## config.mk

```make
export PLATFORM = sky130hd
export DESIGN_NAME = lookup_arbiter
export DESIGN_NICKNAME = d
export VERILOG_FILES = /design/src/rtl/lookup_pkg.sv /design/src/rtl/lookup_req_tracker.sv /design/src/rtl/lookup_arbiter.sv
export SDC_FILE = /design/constraint.sdc
export NUM_CORES = 1
export LEC_CHECK = 0
export BUFFER_PORTS_ARGS = -buffer_cell sky130_fd_sc_hd__buf_2
export CORE_UTILIZATION = 45
export CTS_BUF_LIST = sky130_fd_sc_hd__clkbuf_16
export DETAILED_ROUTE_END_ITERATION = 7
export GPL_ROUTABILITY_DRIVEN = 0
export HOLD_SLACK_MARGIN = 0.02
export PLACE_DENSITY_LB_ADDON = 0.08
export SYNTH_ARGS = -nofsm -noshare
export SYNTH_HDL_FRONTEND = slang
export SYNTH_SLANG_ARGS = --single-unit
```

## constraint.sdc

```tcl
create_clock -name i_clk -period 1.95 [get_ports i_clk]
set_input_delay 0.0975 -clock i_clk [delete_from_list [all_inputs] [get_ports i_clk]]
set_output_delay 0.0975 -clock i_clk [all_outputs]
set_load 0.01 [all_outputs]
```

## src/rtl/lookup_pkg.sv

```systemverilog
// -----------------------------------------------------------------------------
// lookup_pkg
// Shared definitions for the MAC lookup arbiter:
//   - check_id field positions ({seq[1:0], req[1:0]})
//   - seek_flag encodings returned by the forwarding lookup
//   - per-requester tracker state encoding
//   - default lookup timeout in cycles
// -----------------------------------------------------------------------------
package lookup_pkg;

    // check_id = {seq, req}
    localparam int SEQ_MSB = 3;
    localparam int SEQ_LSB = 2;
    localparam int REQ_MSB = 1;
    localparam int REQ_LSB = 0;

    // Cycles a lookup may stay pending before a timeout response (>= 3).
    localparam logic [15:0] P_TIMEOUT_DEFAULT = 16'd64;

    typedef enum logic [1:0] {
        LOCAL_NONLOCAL = 2'd0,
        CROSSBAR       = 2'd1,
        TWO_HOP        = 2'd2,
        VLB            = 2'd3
    } seek_flag_e;

    typedef enum logic {
        TRK_IDLE = 1'b0,
        TRK_PEND = 1'b1
    } trk_state_e;

endpackage

```

## src/rtl/lookup_req_tracker.sv

```systemverilog
// -----------------------------------------------------------------------------
// lookup_req_tracker
// Tracks the single outstanding lookup of one requester: pending flag, 2-bit
// sequence number, timeout counter, and capture of the response returned to
// the requester (normal result or timeout).
//
// Optional feature (macro LKUP_ARB_STATS_EN): saturating accept and timeout
// counters, cleared only by reset.
//
// Ports:
//   i_clk, i_rst_n        clock, async active-low reset
//   i_accept              this requester was granted this cycle
//   i_result_valid        lookup result strobe
//   i_check_id            {seq, req} tag of the returned result
//   i_outport/i_seek_flag lookup result payload
//   o_pending             lookup outstanding (registered)
//   o_seq                 current sequence number (used to tag the next issue)
//   o_rsp_valid           one-cycle response pulse
//   o_rsp_outport         captured outport (0 on timeout), holds between pulses
//   o_rsp_seek_flag       captured seek_flag (0 on timeout), holds between pulses
//   o_rsp_timeout         pulse qualifying o_rsp_valid as a timeout
//   o_stat_grant_cnt      (stats build) accepts
//   o_stat_timeout_cnt    (stats build) timeouts
// -----------------------------------------------------------------------------
module lookup_req_tracker
    import lookup_pkg::*;
#(
    parameter logic [1:0]  P_REQ_IDX = 2'd0,
    parameter logic [15:0] P_TIMEOUT = P_TIMEOUT_DEFAULT
) (
    input  logic        i_clk,
    input  logic        i_rst_n,
    input  logic        i_accept,
    input  logic        i_result_valid,
    input  logic [3:0]  i_check_id,
    input  logic [2:0]  i_outport,
    input  logic [1:0]  i_seek_flag,
    output logic        o_pending,
    output logic [1:0]  o_seq,
    output logic        o_rsp_valid,
    output logic [2:0]  o_rsp_outport,
    output logic [1:0]  o_rsp_seek_flag,
    output logic        o_rsp_timeout
`ifdef LKUP_ARB_STATS_EN
    ,
    output logic [31:0] o_stat_grant_cnt,
    output logic [15:0] o_stat_timeout_cnt
`endif
);

    trk_state_e  r_state;
    trk_state_e  w_state_nxt;
    logic [15:0] r_cnt;
    logic [1:0]  r_seq;
    logic        r_rsp_valid;
    logic [2:0]  r_rsp_outport;
    logic [1:0]  r_rsp_seek_flag;
    logic        r_rsp_timeout;
    logic        w_match;
    logic        w_timeout;

    // NOTE: every signal assigned in always_comb gets a default first, so no
    // path leaves it unassigned and no latch is inferred.
    always_comb begin
        w_state_nxt = r_state;
        w_match     = 1'b0;
        w_timeout   = 1'b0;
        case (r_state)
            TRK_IDLE: begin
                if (i_accept) begin
                    w_state_nxt = TRK_PEND;
                end
            end
            TRK_PEND: begin
                // Results whose seq does not match are stale and ignored.
                w_match = i_result_valid
                        && (i_check_id[REQ_MSB:REQ_LSB] == P_REQ_IDX)
                        && (i_check_id[SEQ_MSB:SEQ_LSB] == r_seq);
                // A match in the timeout cycle wins over the timeout.
                w_timeout = !w_match && (r_cnt == P_TIMEOUT - 16'd1);
                if (w_match || w_timeout) begin
                    w_state_nxt = TRK_IDLE;
                end
            end
            default: w_state_nxt = TRK_IDLE;
        endcase
    end

    // NOTE: sequential state uses non-blocking assignments so every register
    // samples the pre-edge values, independent of statement order.
    always_ff @(posedge i_clk or negedge i_rst_n) begin
        if (!i_rst_n) begin
            r_state <= TRK_IDLE;
        end else begin
            r_state <= w_state_nxt;
        end
    end

    always_ff @(posedge i_clk or negedge i_rst_n) begin
        if (!i_rst_n) begin
            r_cnt           <= '0;
            r_seq           <= '0;
            r_rsp_valid     <= 1'b0;
            r_rsp_outport   <= '0;
            r_rsp_seek_flag <= '0;
            r_rsp_timeout   <= 1'b0;
        end else begin
            r_rsp_valid   <= w_match | w_timeout;
            r_rsp_timeout <= w_timeout;

            if (i_accept) begin
                r_cnt <= '0;
            end else if ((r_state == TRK_PEND) && (r_cnt != P_TIMEOUT)) begin
                r_cnt <= r_cnt + 16'd1;
            end

            if (w_match) begin
                r_rsp_outport   <= i_outport;
                r_rsp_seek_flag <= i_seek_flag;
                r_seq           <= r_seq + 2'd1;
            end else if (w_timeout) begin
                r_rsp_outport   <= '0;
                r_rsp_seek_flag <= LOCAL_NONLOCAL;
                r_seq           <= r_seq + 2'd1;
            end
        end
    end

`ifdef LKUP_ARB_STATS_EN
    logic [31:0] r_grant_cnt;
    logic [15:0] r_timeout_cnt;

    always_ff @(posedge i_clk or negedge i_rst_n) begin
        if (!i_rst_n) begin
            r_grant_cnt   <= '0;
            r_timeout_cnt <= '0;
        end else begin
            if (i_accept && (r_grant_cnt != '1)) begin
                r_grant_cnt <= r_grant_cnt + 32'd1;
            end
            if (w_timeout && (r_timeout_cnt != '1)) begin
                r_timeout_cnt <= r_timeout_cnt + 16'd1;
            end
        end
    end

    assign o_stat_grant_cnt   = r_grant_cnt;
    assign o_stat_timeout_cnt = r_timeout_cnt;
`endif

    assign o_pending       = (r_state == TRK_PEND);
    assign o_seq           = r_seq;
    assign o_rsp_valid     = r_rsp_valid;
    assign o_rsp_outport   = r_rsp_outport;
    assign o_rsp_seek_flag = r_rsp_seek_flag;
    assign o_rsp_timeout   = r_rsp_timeout;

endmodule

```

## src/rtl/lookup_arbiter.sv

```systemverilog
// -----------------------------------------------------------------------------
// lookup_arbiter
// Shares the single MAC lookup port of the forwarding module between four
// requesters. Grants round-robin among requesters that are valid and have no
// lookup outstanding, issues the lookup one cycle after the grant tagged with
// {seq, req}, and routes each tagged result (or a timeout) back to its owner.
//
// Optional feature (macro LKUP_ARB_STATS_EN): per-requester saturating accept
// (32-bit) and timeout (16-bit) counters on o_stat_grant_cnt/o_stat_timeout_cnt.
//
// Ports:
//   i_clk, i_rst_n     clock, async active-low reset
//   i_req_valid[4]     per-requester request, held until accepted
//   i_req_mac[192]     requester i MAC in bits [48*i +: 48]
//   o_req_ready[4]     combinational one-hot grant
//   o_rsp_valid[4]     per-requester response pulse
//   o_rsp_outport[12]  3 bits per requester
//   o_rsp_seek_flag[8] 2 bits per requester
//   o_rsp_timeout[4]   response is a timeout
//   o_check_mac/id/valid    lookup request to the forwarding module
//   i_outport/i_seek_flag/i_check_id/i_result_valid  lookup result
// -----------------------------------------------------------------------------
module lookup_arbiter
    import lookup_pkg::*;
#(
    parameter int          P_NUM_REQ = 4,
    parameter logic [15:0] P_TIMEOUT = P_TIMEOUT_DEFAULT
) (
    input  logic                     i_clk,
    input  logic                     i_rst_n,
    input  logic [P_NUM_REQ-1:0]     i_req_valid,
    input  logic [48*P_NUM_REQ-1:0]  i_req_mac,
    output logic [P_NUM_REQ-1:0]     o_req_ready,
    output logic [P_NUM_REQ-1:0]     o_rsp_valid,
    output logic [3*P_NUM_REQ-1:0]   o_rsp_outport,
    output logic [2*P_NUM_REQ-1:0]   o_rsp_seek_flag,
    output logic [P_NUM_REQ-1:0]     o_rsp_timeout,
    output logic [47:0]              o_check_mac,
    output logic [3:0]               o_check_id,
    output logic                     o_check_valid,
    input  logic [2:0]               i_outport,
    input  logic [1:0]               i_seek_flag,
    input  logic [3:0]               i_check_id,
    input  logic                     i_result_valid
`ifdef LKUP_ARB_STATS_EN
    ,
    output logic [32*P_NUM_REQ-1:0]  o_stat_grant_cnt,
    output logic [16*P_NUM_REQ-1:0]  o_stat_timeout_cnt
`endif
);

    logic [P_NUM_REQ-1:0] w_pending;
    logic [P_NUM_REQ-1:0] w_elig;
    logic [P_NUM_REQ-1:0] w_ready;
    logic [P_NUM_REQ-1:0] w_accept;
    logic [1:0]           w_seq     [P_NUM_REQ];
    logic [47:0]          w_req_mac [P_NUM_REQ];
    logic [1:0]           w_grant_idx;
    logic                 w_grant_any;

    logic [1:0]           r_rr_ptr;
    logic                 r_check_valid;
    logic [47:0]          r_check_mac;
    logic [3:0]           r_check_id;

    // Eligibility uses the registered pending flag, so a result clearing it
    // allows a new accept one cycle later at the earliest.
    assign w_elig   = i_req_valid & ~w_pending;
    assign w_accept = w_ready & i_req_valid;

    // Search rr_ptr, rr_ptr+1, ... (2-bit index wraps mod 4); first eligible wins.
    always_comb begin
        w_ready     = '0;
        w_grant_idx = r_rr_ptr;
        w_grant_any = 1'b0;
        for (int k = 0; k < P_NUM_REQ; k++) begin
            if (!w_grant_any && w_elig[r_rr_ptr + 2'(k)]) begin
                w_grant_any = 1'b1;
                w_grant_idx = r_rr_ptr + 2'(k);
            end
        end
        w_ready[w_grant_idx] = w_grant_any;
    end

    // Issue register: one lookup per accept, tag taken from the owner's seq.
    always_ff @(posedge i_clk or negedge i_rst_n) begin
        if (!i_rst_n) begin
            r_rr_ptr      <= '0;
            r_check_valid <= 1'b0;
            r_check_mac   <= '0;
            r_check_id    <= '0;
        end else begin
            r_check_valid <= w_grant_any;
            if (w_grant_any) begin
                r_check_mac <= w_req_mac[w_grant_idx];
                r_check_id  <= {w_seq[w_grant_idx], w_grant_idx};
                r_rr_ptr    <= w_grant_idx + 2'd1;
            end
        end
    end

    for (genvar gi = 0; gi < P_NUM_REQ; gi++) begin : g_trk
        assign w_req_mac[gi] = i_req_mac[48*gi +: 48];

        lookup_req_tracker #(
            .P_REQ_IDX (2'(gi)),
            .P_TIMEOUT (P_TIMEOUT)
        ) u_trk (
            .i_clk              (i_clk),
            .i_rst_n            (i_rst_n),
            .i_accept           (w_accept[gi]),
            .i_result_valid     (i_result_valid),
            .i_check_id         (i_check_id),
            .i_outport          (i_outport),
            .i_seek_flag        (i_seek_flag),
            .o_pending          (w_pending[gi]),
            .o_seq              (w_seq[gi]),
            .o_rsp_valid        (o_rsp_valid[gi]),
            .o_rsp_outport      (o_rsp_outport[3*gi +: 3]),
            .o_rsp_seek_flag    (o_rsp_seek_flag[2*gi +: 2]),
            .o_rsp_timeout      (o_rsp_timeout[gi])
`ifdef LKUP_ARB_STATS_EN
            ,
            .o_stat_grant_cnt   (o_stat_grant_cnt[32*gi +: 32]),
            .o_stat_timeout_cnt (o_stat_timeout_cnt[16*gi +: 16])
`endif
        );
    end

    assign o_req_ready   = w_ready;
    assign o_check_valid = r_check_valid;
    assign o_check_mac   = r_check_mac;
    assign o_check_id    = r_check_id;

endmodule

```

### After elaboration in Yosys (flattened, before gate mapping)

Cells that the tools add are included.

* output and inout port bits: 85
* logic and storage cells: 194
* register bits: 159

* muxes and demuxes: 75
* reduce and logical (&&, ||, !) cells: 40
* equal/unequal tests: 15
* magnitude comparators: 7
* bitwise logic cells: 13
* $add $sub $neg: 12

Operators with widths (number)
* 2-to-1 mux 16 bit: 8
* binary-select mux 48 bit (select 2 bit): 1
* 2-to-1 mux 48 bit: 2
* adder 16 x 1 -> 16 bit, second input constant: 4
* == test 16 x 6 -> 1 bit, second input constant: 4
* != test 16 x 7 -> 1 bit, second input constant: 4
* 2-to-1 mux 2 bit: 21
* 2-to-1 mux 1 bit: 25
* 2-to-1 mux 3 bit: 8
* logical AND 1 bit: 20
* nonzero test 2 bit: 8
* < comparator 2 x 3 -> 1 bit, second input constant: 5
* adder 2 x 1 -> 2 bit, second input constant: 6
* bitwise AND 4 bit: 3
* binary-select mux 1 bit (select 2 bit): 4
* == test 2 bit: 4
* one-hot mux 1 bit (2 select lines): 4
* logical NOT 1 bit: 7
* adder 2 bit, second input constant: 2
* binary-select mux 2 bit (select 2 bit): 1
* == test 2 bit, second input constant: 2
* logical OR 1 bit: 4
* NOT 1 bit: 4
* NOT 4 bit: 1
* other kinds (7): 10

### Logic depth before layout (Yosys ltp)

Gate-level depths: netlist (run 1).

* depth after elaboration: 22
* mapped depth: 9
* gate-level depth less buffers: 8

### By module

From an unflattened synthesis (run 1), not the netlist that was laid out.

* cells, all modules: 1022
* area, all modules: 10034.6 µm²

Modules (own cells, without submodules)
* lookup_arbiter: times used 1, cells an instance 457, area each 4350.4 µm²
* lookup_req_tracker at g_trk[1].u_trk ...: times used 2, cells an instance 141, area each 1422.6 µm²
* lookup_req_tracker at g_trk[0].u_trk: times used 1, cells an instance 142, area each 1426.4 µm²
* lookup_req_tracker at g_trk[3].u_trk: times used 1, cells an instance 141, area each 1412.6 µm²

### Worst setup path before layout (run 1)

OpenSTA, ideal clock, no wires.

* path type: register -> register
* start: reg g_trk[2].u_trk.r_state
* end: reg r_check_mac[11] (netlist: o_check_mac[11])
* path slack: -118 ps
* stages on the path, launching flop included: 9
* buffers on the path: 2
* arrival time: 1942 ps
* data required time: 1824 ps
* setup time: 126 ps
* cell sequence: dfrtp_1 buf_2 nand2b_2 o22ai_1 nand2_2 nand2_4 buf_6 mux2_4 a221o_1

* word-level cells in the longest chain between the ends: 18

Ends and longest elaborated chain
* start, declared: RTL line lookup_req_tracker.sv:51 `trk_state_e r_state;`
* start signal, assigned: RTL line lookup_req_tracker.sv:95 `r_state <= w_state_nxt;`
* NOT 4 bit *: RTL line lookup_arbiter.sv:68 `assign w_elig = i_req_valid & ~w_pending;`
* bitwise AND 4 bit *: RTL line lookup_arbiter.sv:68
* binary-select mux 1 bit (select 2 bit): RTL line lookup_arbiter.sv:77 `if (!w_grant_any && w_elig[r_rr_ptr + 2'(k)]) begin`
* 2-to-1 mux 1 bit (not written as such): RTL line lookup_arbiter.sv:77
* 2-to-1 mux 1 bit: RTL line lookup_arbiter.sv:77
* logical NOT 1 bit: RTL line lookup_arbiter.sv:77
* logical AND 1 bit: RTL line lookup_arbiter.sv:77
* 2-to-1 mux 1 bit: RTL line lookup_arbiter.sv:77
* logical NOT 1 bit: RTL line lookup_arbiter.sv:77
* logical AND 1 bit: RTL line lookup_arbiter.sv:77
* 2-to-1 mux 1 bit: RTL line lookup_arbiter.sv:77
* logical NOT 1 bit: RTL line lookup_arbiter.sv:77
* logical AND 1 bit: RTL line lookup_arbiter.sv:77
* 2-to-1 mux 2 bit: RTL line lookup_arbiter.sv:77
* NOT 2 -> 3 bit (not written as such): RTL line lookup_arbiter.sv:95 `r_check_mac <= w_req_mac[w_grant_idx];`
* binary-select mux 48 bit (select 2 bit): RTL line lookup_arbiter.sv:95
* 2-to-1 mux 48 bit (not written as such) (2 in series): RTL line lookup_arbiter.sv:95
* end signal, assigned: RTL line lookup_arbiter.sv:95
* end, declared: RTL line lookup_arbiter.sv:63 `logic [47:0] r_check_mac;`

Every way passes the cells marked *; elsewhere a longest branch is shown, timed or not. The select of a mux whose other input is x is not followed.
A chain may end at the register's enable or synchronous reset.

### Worst setup path after layout (run 1)

* start: reg g_trk[1].u_trk.r_state
* end: out o_req_ready[3]

* word-level cells in the longest chain between the ends: 19

Ends and longest elaborated chain
* start, declared: RTL line lookup_req_tracker.sv:51
* start signal, assigned: RTL line lookup_req_tracker.sv:95
* NOT 4 bit *: RTL line lookup_arbiter.sv:68
* bitwise AND 4 bit *: RTL line lookup_arbiter.sv:68
* binary-select mux 1 bit (select 2 bit): RTL line lookup_arbiter.sv:77
* 2-to-1 mux 1 bit (not written as such): RTL line lookup_arbiter.sv:77
* 2-to-1 mux 1 bit: RTL line lookup_arbiter.sv:77
* logical NOT 1 bit: RTL line lookup_arbiter.sv:77
* logical AND 1 bit: RTL line lookup_arbiter.sv:77
* 2-to-1 mux 1 bit: RTL line lookup_arbiter.sv:77
* [3 not listed]
* logical NOT 1 bit: RTL line lookup_arbiter.sv:77
* logical AND 1 bit: RTL line lookup_arbiter.sv:77
* 2-to-1 mux 2 bit: RTL line lookup_arbiter.sv:77
* < comparator 2 x 3 -> 1 bit (not written as such) or >= comparator 2 x 1 -> 1 bit (tied branches): RTL line lookup_arbiter.sv:82 `w_ready[w_grant_idx] = w_grant_any;`
* logical AND 1 bit (not written as such): RTL line lookup_arbiter.sv:82
* 2-to-1 mux 1 bit (not written as such): RTL line lookup_arbiter.sv:82
* demux 1 bit (select 2 bit): RTL line lookup_arbiter.sv:82
* bitwise AND 4 bit (no line) *
* end, declared: RTL line lookup_arbiter.sv:33 `output logic [P_NUM_REQ-1:0] o_req_ready,`

Marks and branches as above.

==> impl_metrics.yaml, run 1 <==
outcome:
  run_status: "finished, violations left"
  violations: "negative setup slack"
synth:
  syn_inst: 866
  syn_area_per_cell_um2: 9.95
  synth.top_cells.by_area: "dfrtp_1, nor2_1, mux2_4"
  ys_warn_count: 0
  netlist_area_um2: 8620
  synth_fp_nets: 1082
  synth.most_common_cell: "dfrtp_1"
  synth_edf_count: 0
  synth_cell_type_count: 62
  seq_area_frac_synth: 0.462
  synth-seq-cells: 159
  ys.flop_type: "dfrtp_1"
  synth_top_area_frac: 0.462
  synthTopCellsByCount: "dfrtp_1, nor2_1, nand3_1, a21oi_1, o21ai_0"
  ys_async_sr_fraction: 1.00
  synth_top_area_cell: "dfrtp_1"
critical_path:
  cpMostUsedCell: "buf_6"
  worstPathArrival_ns: 2.01
  cp_slowest_cell: "o32a_2"
  crit_chain: "and2b_2, buf_6, a311oi_2, o32a_2, buf_6, and3_4, buf_6"
  worst_ep_required_time_ns: 1.85
  critPathBufInv: 3
  critical_path.top_delay_family: "compound AO/OA/AOI/OAI gates"
  path_class: "reg -> out"
  critPathCaptureType: "output port"
  cp-start-kind: "flop"
  cp_max_fo: 3
  critPathMaxStageDelay_ns: 0.43
grt:
  grt_overflow: 0
  grtUsageTotal: 0.279
  grt_max_degree: 45
  grt_pass1_wl_um: 42700
  grt_pass1_vias: 8295
  antenna_found_initial: 2
final_layout:
  area_growth_pct: 50.9
  final_core_util: 0.695
  drive_gt1_frac: 0.424
  final_net_count: 1515
  final_cell_area_um2: 13000
timing:
  setup_slack_ns: -0.161
  setup_tns_ns: -5.18
  rsz0062_at_grt: "yes"
  period_share: 1.08
  min_period_ns: 2.11
  hold_violations: 0
  slew_headroom: 0.608
  drv_slew: 0
  worst_slew_pin_slew_ns: 0.582
  final.setup_skew_ns: 0.0129
  setup_viol: 53
  fmax_ghz: 0.474
die:
  initial_utilization: 0.461
  coreArea_um2: 18700
  rows: 50
  dieArea_um2: 19700
  die_y_um: 140
  io_pins: 293
  fp.dieW_um: 140
pwr:
  irDropWorstVdd_v: 0.000803
  powerDensity_nw_per_um2: 1590
  p_leak_nw: 6.33
place:
  dp_hpwl_um: 19300
  post-place-ws_ns: -0.138
  io_buffers: 292
  post_dp_cell_area_um2: 11000
routing:
  ant_nets: 0
  viasPerCell: 5.44
  drc: 0
  wl_per_cell_um: 18.3
  drtPass1Iterations: 5
  dr_total_vias: 8416
  routed_wl_um: 28300
  dr.first_iter.drc_count: 402
clock_network:
  htree_num_levels: 4
  clk_path_buf_depth: 2
  clk_latency_ns: 0.43
  cts_buffers: 17
  clkTransAtPathRegs_ns: 0.06
  tritoncts: "yes"
  clock_tree.root_cell: "clkbuf_16"
  cts_num_sinks: 159
flow_run:
  cap_violations: 0
min_path:
  hp-class: "in -> reg"
[stage by stage]
step           cells  total power (W)  hold WS, ns
6_report        1547           0.0207       0.0175
5_1_grt         1546           0.0219       0.0242
4_1_cts         1521           0.0193       0.0201
3_5_place_dp    1424           0.0153       0.0555
3_3_place_gp    1424           0.0151       0.0543
2_1_floorplan    866           0.0113       -0.198
[registers in the layout, summed over array words and instances, names as in the netlist]
| name | cells |
|---|---|
| g_trk.u_trk.o_rsp_outport | 12 |
| o_check_id | 4 |
| g_trk.u_trk.o_pending | 4 |
| o_check_valid | 1 |
| g_trk.u_trk.o_seq | 8 |
| r_rr_ptr | 2 |
| g_trk.u_trk.o_rsp_valid | 4 |
| g_trk.u_trk.r_cnt | 64 |
| o_check_mac | 48 |
| g_trk.u_trk.o_rsp_timeout | 4 |
| g_trk.u_trk.o_rsp_seek_flag | 8 |
[final timing paths]
kind / from / endpoint / slack [ns] / cells past startpoint
hold / removal: i_req_mac[25] / o_check_mac[25]$_DFFE_PN0P_ / 0.02 / 3
max in group asynchronous: i_rst_n / g_trk[2].u_trk.o_rsp_valid$_DFF_PN0_ / 1.12 / 3
min in group asynchronous: i_rst_n / g_trk[3].u_trk.r_cnt[12]$_DFFE_PN0P_ / 0.17 / 2
setup reg to reg: g_trk[0].u_trk.o_pending$_DFF_PN0_ / o_check_mac[29]$_DFFE_PN0P_ / -0.16 / 9
setup / recovery: g_trk[1].u_trk.o_pending$_DFF_PN0_ / o_req_ready[3] / -0.16 / 7
hold reg to reg: o_check_id[0]$_DFFE_PN0P_ / o_check_id[0]$_DFFE_PN0P_ / 0.47 / 2
[timing repair]
action	4_1_cts	5_1_grt
endpoints found under the hold margin	167	5
hold buffers	54	8
setup endpoints to repair	61	103
gates resized for setup	31	73
pin swaps	12	26
buffers inserted	14	14
cloned	0	5
[worst min-delay path: cells and delay by family]
kind            cells  cell delay [ns]
buf+inv             1             0.09
compound gates      2             0.20
[kinds of logic (layout without fill, tap and decap cells)]
| kind of cell | count (synthesis) | in the layout | share of synthesized area |
|---|---|---|---|
| buffers and inverters | 91 | 537 | 0.0504 |
| flip-flops | 159 | 159 | 0.462 |
| XOR/XNOR | 74 | 74 | 0.0752 |
| multiplexers | 53 | 53 | 0.0783 |
| AND/OR/NAND/NOR | 292 | 292 | 0.165 |
| AO/OA/AOI/OAI | 189 | 189 | 0.158 |
| other | 0 | 1 | 0 |
| adder cells (fa/ha/maj) | 8 | 8 | 0.0116 |
[final cells by class]
cell class                      instances  area [µm²]
Multi-Input combinational cell        616        4600
Timing Repair Buffer                  475        3390
Fill cell                            1465        5700
Clock inverter                         15         208
Clock buffer                           17         425
Sequential cell                       159        3980
Inverter                               30         113
Antenna cell                            1        2.50
Tap cell                              234         293
[placed cells by master, fill, tap and decap left out, types with 31 or more instances in the layout]
cell and count:
nor2_1 111, xor2_1 35, a221o_1 32, o21ai_0 39, buf_4 86, a21oi_1 39
dlygate4sd3_1 62, mux2_4 31, nand3_1 56, buf_2 288, xnor2_1 39, dfrtp_1 158
[power by group]
| part | switching, W | total, W | internal, W |
|---|---|---|---|
| Sequential | 0.000970 | 0.00549 | 0.00452 |
| Clock | 0.00141 | 0.00357 | 0.00216 |
| Combinational | 0.00568 | 0.0116 | 0.00596 |
| Total | 0.00806 | 0.0207 | 0.0126 |
[per-layer routing]
metal  vias up  part of all wire  track usage
li1       3988                 -            -
met1      4016              0.43        0.369
met2       336              0.48        0.447
met3        74             0.056       0.0451
met4         2             0.036        0.132
met5         -           0.00046            0
Note: power is estimated with default switching activity, not from simulation.
==> run 2, diff against run 1 <==
Settings changed: BUFFER_PORTS_ARGS -buffer_cell sky130_fd_sc_hd__buf_2 to default, DONT_BUFFER_PORTS from default to 1.
==> run 2 against run 1 <==
The flow finishes with violations (negative hold slack, negative setup slack). Cell count is 12% lower. Global-route usage is 2.7 points higher. Non-clock buffer count is 189 lower. Total power is 2.8% lower. Combinational power is 9% lower. Setup slack worse by 0.10 ns. Critical path depth is 2 higher. Register-to-register slack worse by 0.10 ns. Clock-buffer cell count stayed put. Utilization is 2.1 points lower. Largest power group unchanged. Highest routed layer is now met4.
==> impl_metrics.yaml, run 2 (synthesized netlist as in run 1, its figures left out) <==
outcome:
  run_status: "finished, violations left"
  violations: "negative hold slack, negative setup slack"
timing:
  period_share: 1.13
  min_period_ns: 2.21
  setup_viol: 54
  hold_violations: 159
  rsz0062_at_grt: "yes"
  setup_slack_ns: -0.262
  slew_headroom: 0.626
  hold_slack_ns: -0.633
  drv_slew: 0
  fmax_ghz: 0.452
  final.setup_skew_ns: 0.0127
  worst_slew_pin_slew_ns: 0.555
critical_path:
  path_class: "reg -> reg"
  cp-start-kind: "flop"
  worstPathArrival_ns: 2.49
  critPathCaptureType: "flop"
  worst_ep_required_time_ns: 2.23
  cp_max_fo: 17
  ff2ff_setup_slack_ns: -0.26
clock_network:
  clock_tree.root_cell: "clkbuf_16"
  clk_path_buf_depth: 2
  clk_latency_ns: 0.43
  htree_num_levels: 4
  cts_buffers: 17
  clkTransAtPathRegs_ns: 0.06
  cts_num_sinks: 159
  cts_hold_buf: 178
  tritoncts: "yes"
place:
  dp_hpwl_um: 17800
  io_buffers: 0
die:
  dieArea_um2: 19700
  fp.dieW_um: 140
  io_pins: 293
  die_y_um: 140
  initial_utilization: 0.461
  rows: 50
  coreArea_um2: 18700
pwr:
  p_switching_w: 0.00817
  p_leak_nw: 5.56
  power_frac_seq: 0.303
  clkPwrFrac: 0.173
  powerDensity_nw_per_um2: 1590
  comb_power_share: 0.524
  irDropWorstVdd_v: 0.00107
  p_sw_frac: 0.406
  power_w: 0.0201
  p_int_w: 0.0119
final_layout:
  drive_gt1_frac: 0.218
  final_common_cell: "dlygate4sd3_1"
  area_growth_pct: 46.4
  final_net_count: 1326
  final_cell_mix: "dlygate4sd3_1, dfrtp_1, nor2_1"
  regMostFlops: "g_trk.u_trk.r_cnt"
  largest_register_ffs: 64
grt:
  grt_overflow: 0
  grt_pass1_wl_um: 46100
  grt_pass1_vias: 8389
  antenna_found_initial: 3
  grt_max_degree: 160
  grtUsageTotal: 0.306
routing:
  wl_per_cell_um: 22.4
  ant_nets: 0
  routed_wl_um: 30500
  dr_total_vias: 8251
  drtPass1Iterations: 5
  dr.first_iter.drc_count: 689
  viasPerCell: 6.08
  drc: 0
flow_run:
  cap_violations: 0
min_path:
  hp-class: "in -> async"
run 2: cell type report:
| class | instances | area, µm² |
|---|---|---|
| tap | 234 | 293 |
| clock buffer | 17 | 425 |
| multi-input combinational | 616 | 4660 |
| antenna | 3 | 7.51 |
| inverter | 30 | 113 |
| fill | 1334 | 6090 |
| timing repair buffer | 286 | 2960 |
| sequential | 159 | 3980 |
| clock inverter | 13 | 174 |
run 2: worst max-delay path, stage by stage, from the launching register on:
cell,delay (ns)
dfrtp_1,0.40
and2b_2,0.27
buf_6,0.12
buf_4,0.13
nor2_2,0.05
o32a_4,0.25
buf_6,0.15
buf_6,0.14
buf_12,0.16
a211oi_1,0.40
run 2: path summary, 6_finish.rpt:
| kind | from | cells after the start | to |
|---|---|---|---|
| worst min register to register | g_trk[2].u_trk.o_seq[1]$_DFFE_PN0P_ | 1 | g_trk[2].u_trk.o_seq[1]$_DFFE_PN0P_ |
| worst min-delay path | i_rst_n | 0 | g_trk[3].u_trk.r_cnt[11]$_DFFE_PN0P_ |
| worst max register to register | g_trk[1].u_trk.o_pending$_DFF_PN0_ | 9 | o_check_mac[13]$_DFFE_PN0P_ |
| worst max-delay path | g_trk[1].u_trk.o_pending$_DFF_PN0_ | 9 | o_check_mac[13]$_DFFE_PN0P_ |
| max in group asynchronous | i_rst_n | 0 | o_check_id[1]$_DFFE_PN0P_ |
| min in group i_clk | i_req_mac[83] | 3 | o_check_mac[35]$_DFFE_PN0P_ |
run 2: power by group through the flow:
stage	combinational (W)	sequential (W)	clock, W
global route	0.0112	0.00621	0.00366
detailed placement	0.00813	0.00608	0
CTS	0.00943	0.00603	0.00352
floorplan	0.00571	0.00564	0
finish	0.0105	0.00610	0.00347
global placement	0.00786	0.00607	0
run 2: what timing repair did:
action                                  in CTS  in global routing
resized for setup                           41                 58
setup buffers                               20                  4
endpoints found under the setup margin      69                121
pin swaps                                   14                 17
hold endpoints to repair                   230                159
cloned                                       3                  1
run 2: per-layer routing:
metal	global-route usage	up-vias	routed length, µm
met5	0	-	0
met4	0.178	0	1480
met3	0.0930	128	2650
met2	0.498	505	14700
met1	0.357	4007	11700
li1	-	3611	-
run 2: through the flow:
step,std cells,utilization,TNS (ns),area [µm²],setup slack [ns]
detailed placement,1122,0.508,-3.80,9500,-0.164
global route,1358,0.674,-8.71,12600,-0.297
global placement,1122,0.508,-1.30,9500,-0.0792
finish,1358,0.674,-3.46,12600,-0.262
floorplan,866,-,-0.342,8670,-0.0117
CTS,1351,0.655,-5.91,12300,-0.154
==> run 3, diff against run 2 <==
Settings changed: HOLD_SLACK_MARGIN 0.02 to default.
==> run 3 against run 2 <==
The flow still finishes with violations (negative hold slack, negative setup slack). Wire length increased by 1.6%. Cell count decreased by 1.0%. Sequential share of layout area decreased by 0.12 points. Worst hold slack got worse by 0.010 ns. Critical path type is now reg -> out.
==> impl_metrics.yaml, run 3 (synthesized netlist as in run 1, its figures left out) <==
final_layout:
  regMostFlops: "g_trk.u_trk.r_cnt"
  drive_gt1_frac: 0.243
  area_growth_pct: 47.1
  largest_register_ffs: 64
  final_common_cell: "dfrtp_1"
  final_cell_mix: "dfrtp_1, dlygate4sd3_1, nor2_1"
  final_net_count: 1313
clock_network:
  clkTransAtPathRegs_ns: 0.06
  clock_tree.root_cell: "clkbuf_16"
  cts_buffers: 17
  htree_num_levels: 4
  clk_path_buf_depth: 2
  cts_num_sinks: 159
  tritoncts: "yes"
  clk_latency_ns: 0.43
pwr:
  power_frac_seq: 0.294
  comb_power_share: 0.539
  p_switching_w: 0.00845
  p_sw_frac: 0.406
  power_w: 0.0208
  powerDensity_nw_per_um2: 1640
  irDropWorstVdd_v: 0.00103
  p_leak_nw: 5.56
  p_int_w: 0.0123
  clkPwrFrac: 0.167
critical_path:
  critPathCaptureType: "output port"
  worstPathArrival_ns: 2.03
  cp_max_fo: 6
  path_class: "reg -> out"
  cp-start-kind: "flop"
  worst_ep_required_time_ns: 1.85
grt:
  antenna_found_initial: 2
  grtUsageTotal: 0.299
  grt_pass1_wl_um: 45100
  grt_max_degree: 160
  grt_pass1_vias: 8209
  grt_overflow: 0
routing:
  ant_nets: 0
  viasPerCell: 6.12
  wl_per_cell_um: 23.0
  drtPass1Iterations: 7
  drc: 0
  dr.first_iter.drc_count: 643
  routed_wl_um: 31000
  dr_total_vias: 8230
timing:
  fmax_ghz: 0.469
  drv_slew: 0
  final.setup_skew_ns: 0.0118
  slew_headroom: 0.623
  rsz0062_at_grt: "yes"
  hold_violations: 159
  min_period_ns: 2.13
  hold_slack_ns: -0.643
  setup_slack_ns: -0.180
  setup_viol: 68
  worst_slew_pin_slew_ns: 0.560
  period_share: 1.09
  setup_tns_ns: -4.00
die:
  dieArea_um2: 19700
  initial_utilization: 0.461
  coreArea_um2: 18700
  rows: 50
  fp.dieW_um: 140
  die_y_um: 140
  io_pins: 293
min_path:
  hp-class: "in -> async"
flow_run:
  cap_violations: 0
place:
  post-place-ws_ns: -0.164
  io_buffers: 0
  dp_hpwl_um: 17800
outcome:
  violations: "negative hold slack, negative setup slack"
  run_status: "finished, violations left"
-- run 3: cell count changes in the layout (fill, tap and decap cells not counted), moves of 4 or more --
cell,change
nor2_1,-7
nor2_2,+7
mux2i_1,-4
dlygate4sd3_1,-21
-- run 3: per-stage QoR --
step	instance area, µm²	util	cells
after global placement	9500	0.508	1122
after floorplan	8670	-	866
after CTS	12000	0.643	1328
after global routing	12700	0.677	1344
final	12700	0.677	1344
after detailed placement	9500	0.508	1122
-- run 3: area by class of cell --
cell class / count / area (µm²)
Antenna cell: 2 / 5.00
Clock buffer: 17 / 425
Clock inverter: 13 / 174
Fill cell: 1335 / 6040
Inverter: 30 / 113
Multi-Input combinational cell: 616 / 4780
Sequential cell: 159 / 3980
Tap cell: 234 / 293
Timing Repair Buffer: 273 / 2900
-- run 3: per-layer routing --
layer / vias up / routed length [µm] / share of wire / track usage
met4: 0 / 1610 / 0.052 / 0.179
met3: 129 / 2740 / 0.088 / 0.0899
li1: 3581 / - / - / -
met2: 536 / 15000 / 0.49 / 0.487
met5: - / 0 / 0 / 0
met1: 3984 / 11600 / 0.37 / 0.347
-- run 3: power groups by stage --
stage	Combinational [W]	Sequential (W)	Clock, W
floorplan	0.00571	0.00564	0
detailed placement	0.00813	0.00608	0
CTS	0.00940	0.00603	0.00352
global placement	0.00786	0.00607	0
global route	0.0119	0.00622	0.00367
finish	0.0112	0.00611	0.00347
-- run 3: timing repair --
action,in CTS,in global routing
buffers inserted,20,9
resized for setup,41,98
gates cloned,3,4
setup endpoints to repair,69,121
endpoints found under the hold margin,229,160
pin swaps,14,18
hold buffers,155,2
-- run 3: path summary, 6_finish.rpt --
kind / slack, ns / cells past startpoint / to / start
max in group asynchronous: 2.36 / 0 / g_trk[1].u_trk.r_cnt[13]$_DFFE_PN0P_ / i_rst_n
max reg2reg: -0.17 / 9 / o_check_mac[13]$_DFFE_PN0P_ / g_trk[2].u_trk.o_pending$_DFF_PN0_
min reg2reg: 0.51 / 1 / g_trk[2].u_trk.o_seq[1]$_DFFE_PN0P_ / g_trk[2].u_trk.o_seq[1]$_DFFE_PN0P_
min in group i_clk: 0.01 / 3 / o_check_mac[40]$_DFFE_PN0P_ / i_req_mac[40]
max: -0.18 / 6 / o_req_ready[3] / g_trk[2].u_trk.o_pending$_DFF_PN0_
min: -0.64 / 0 / g_trk[3].u_trk.r_cnt[9]$_DFFE_PN0P_ / i_rst_n
-- run 3: worst max-delay path, cell delays in order, from the launching register on --
cell and delay (ns):
dfrtp_1 0.43, nand2b_4 0.21, buf_4 0.16, a311oi_4 0.23
o32a_4 0.24, and3_4 0.22, buf_6 0.10
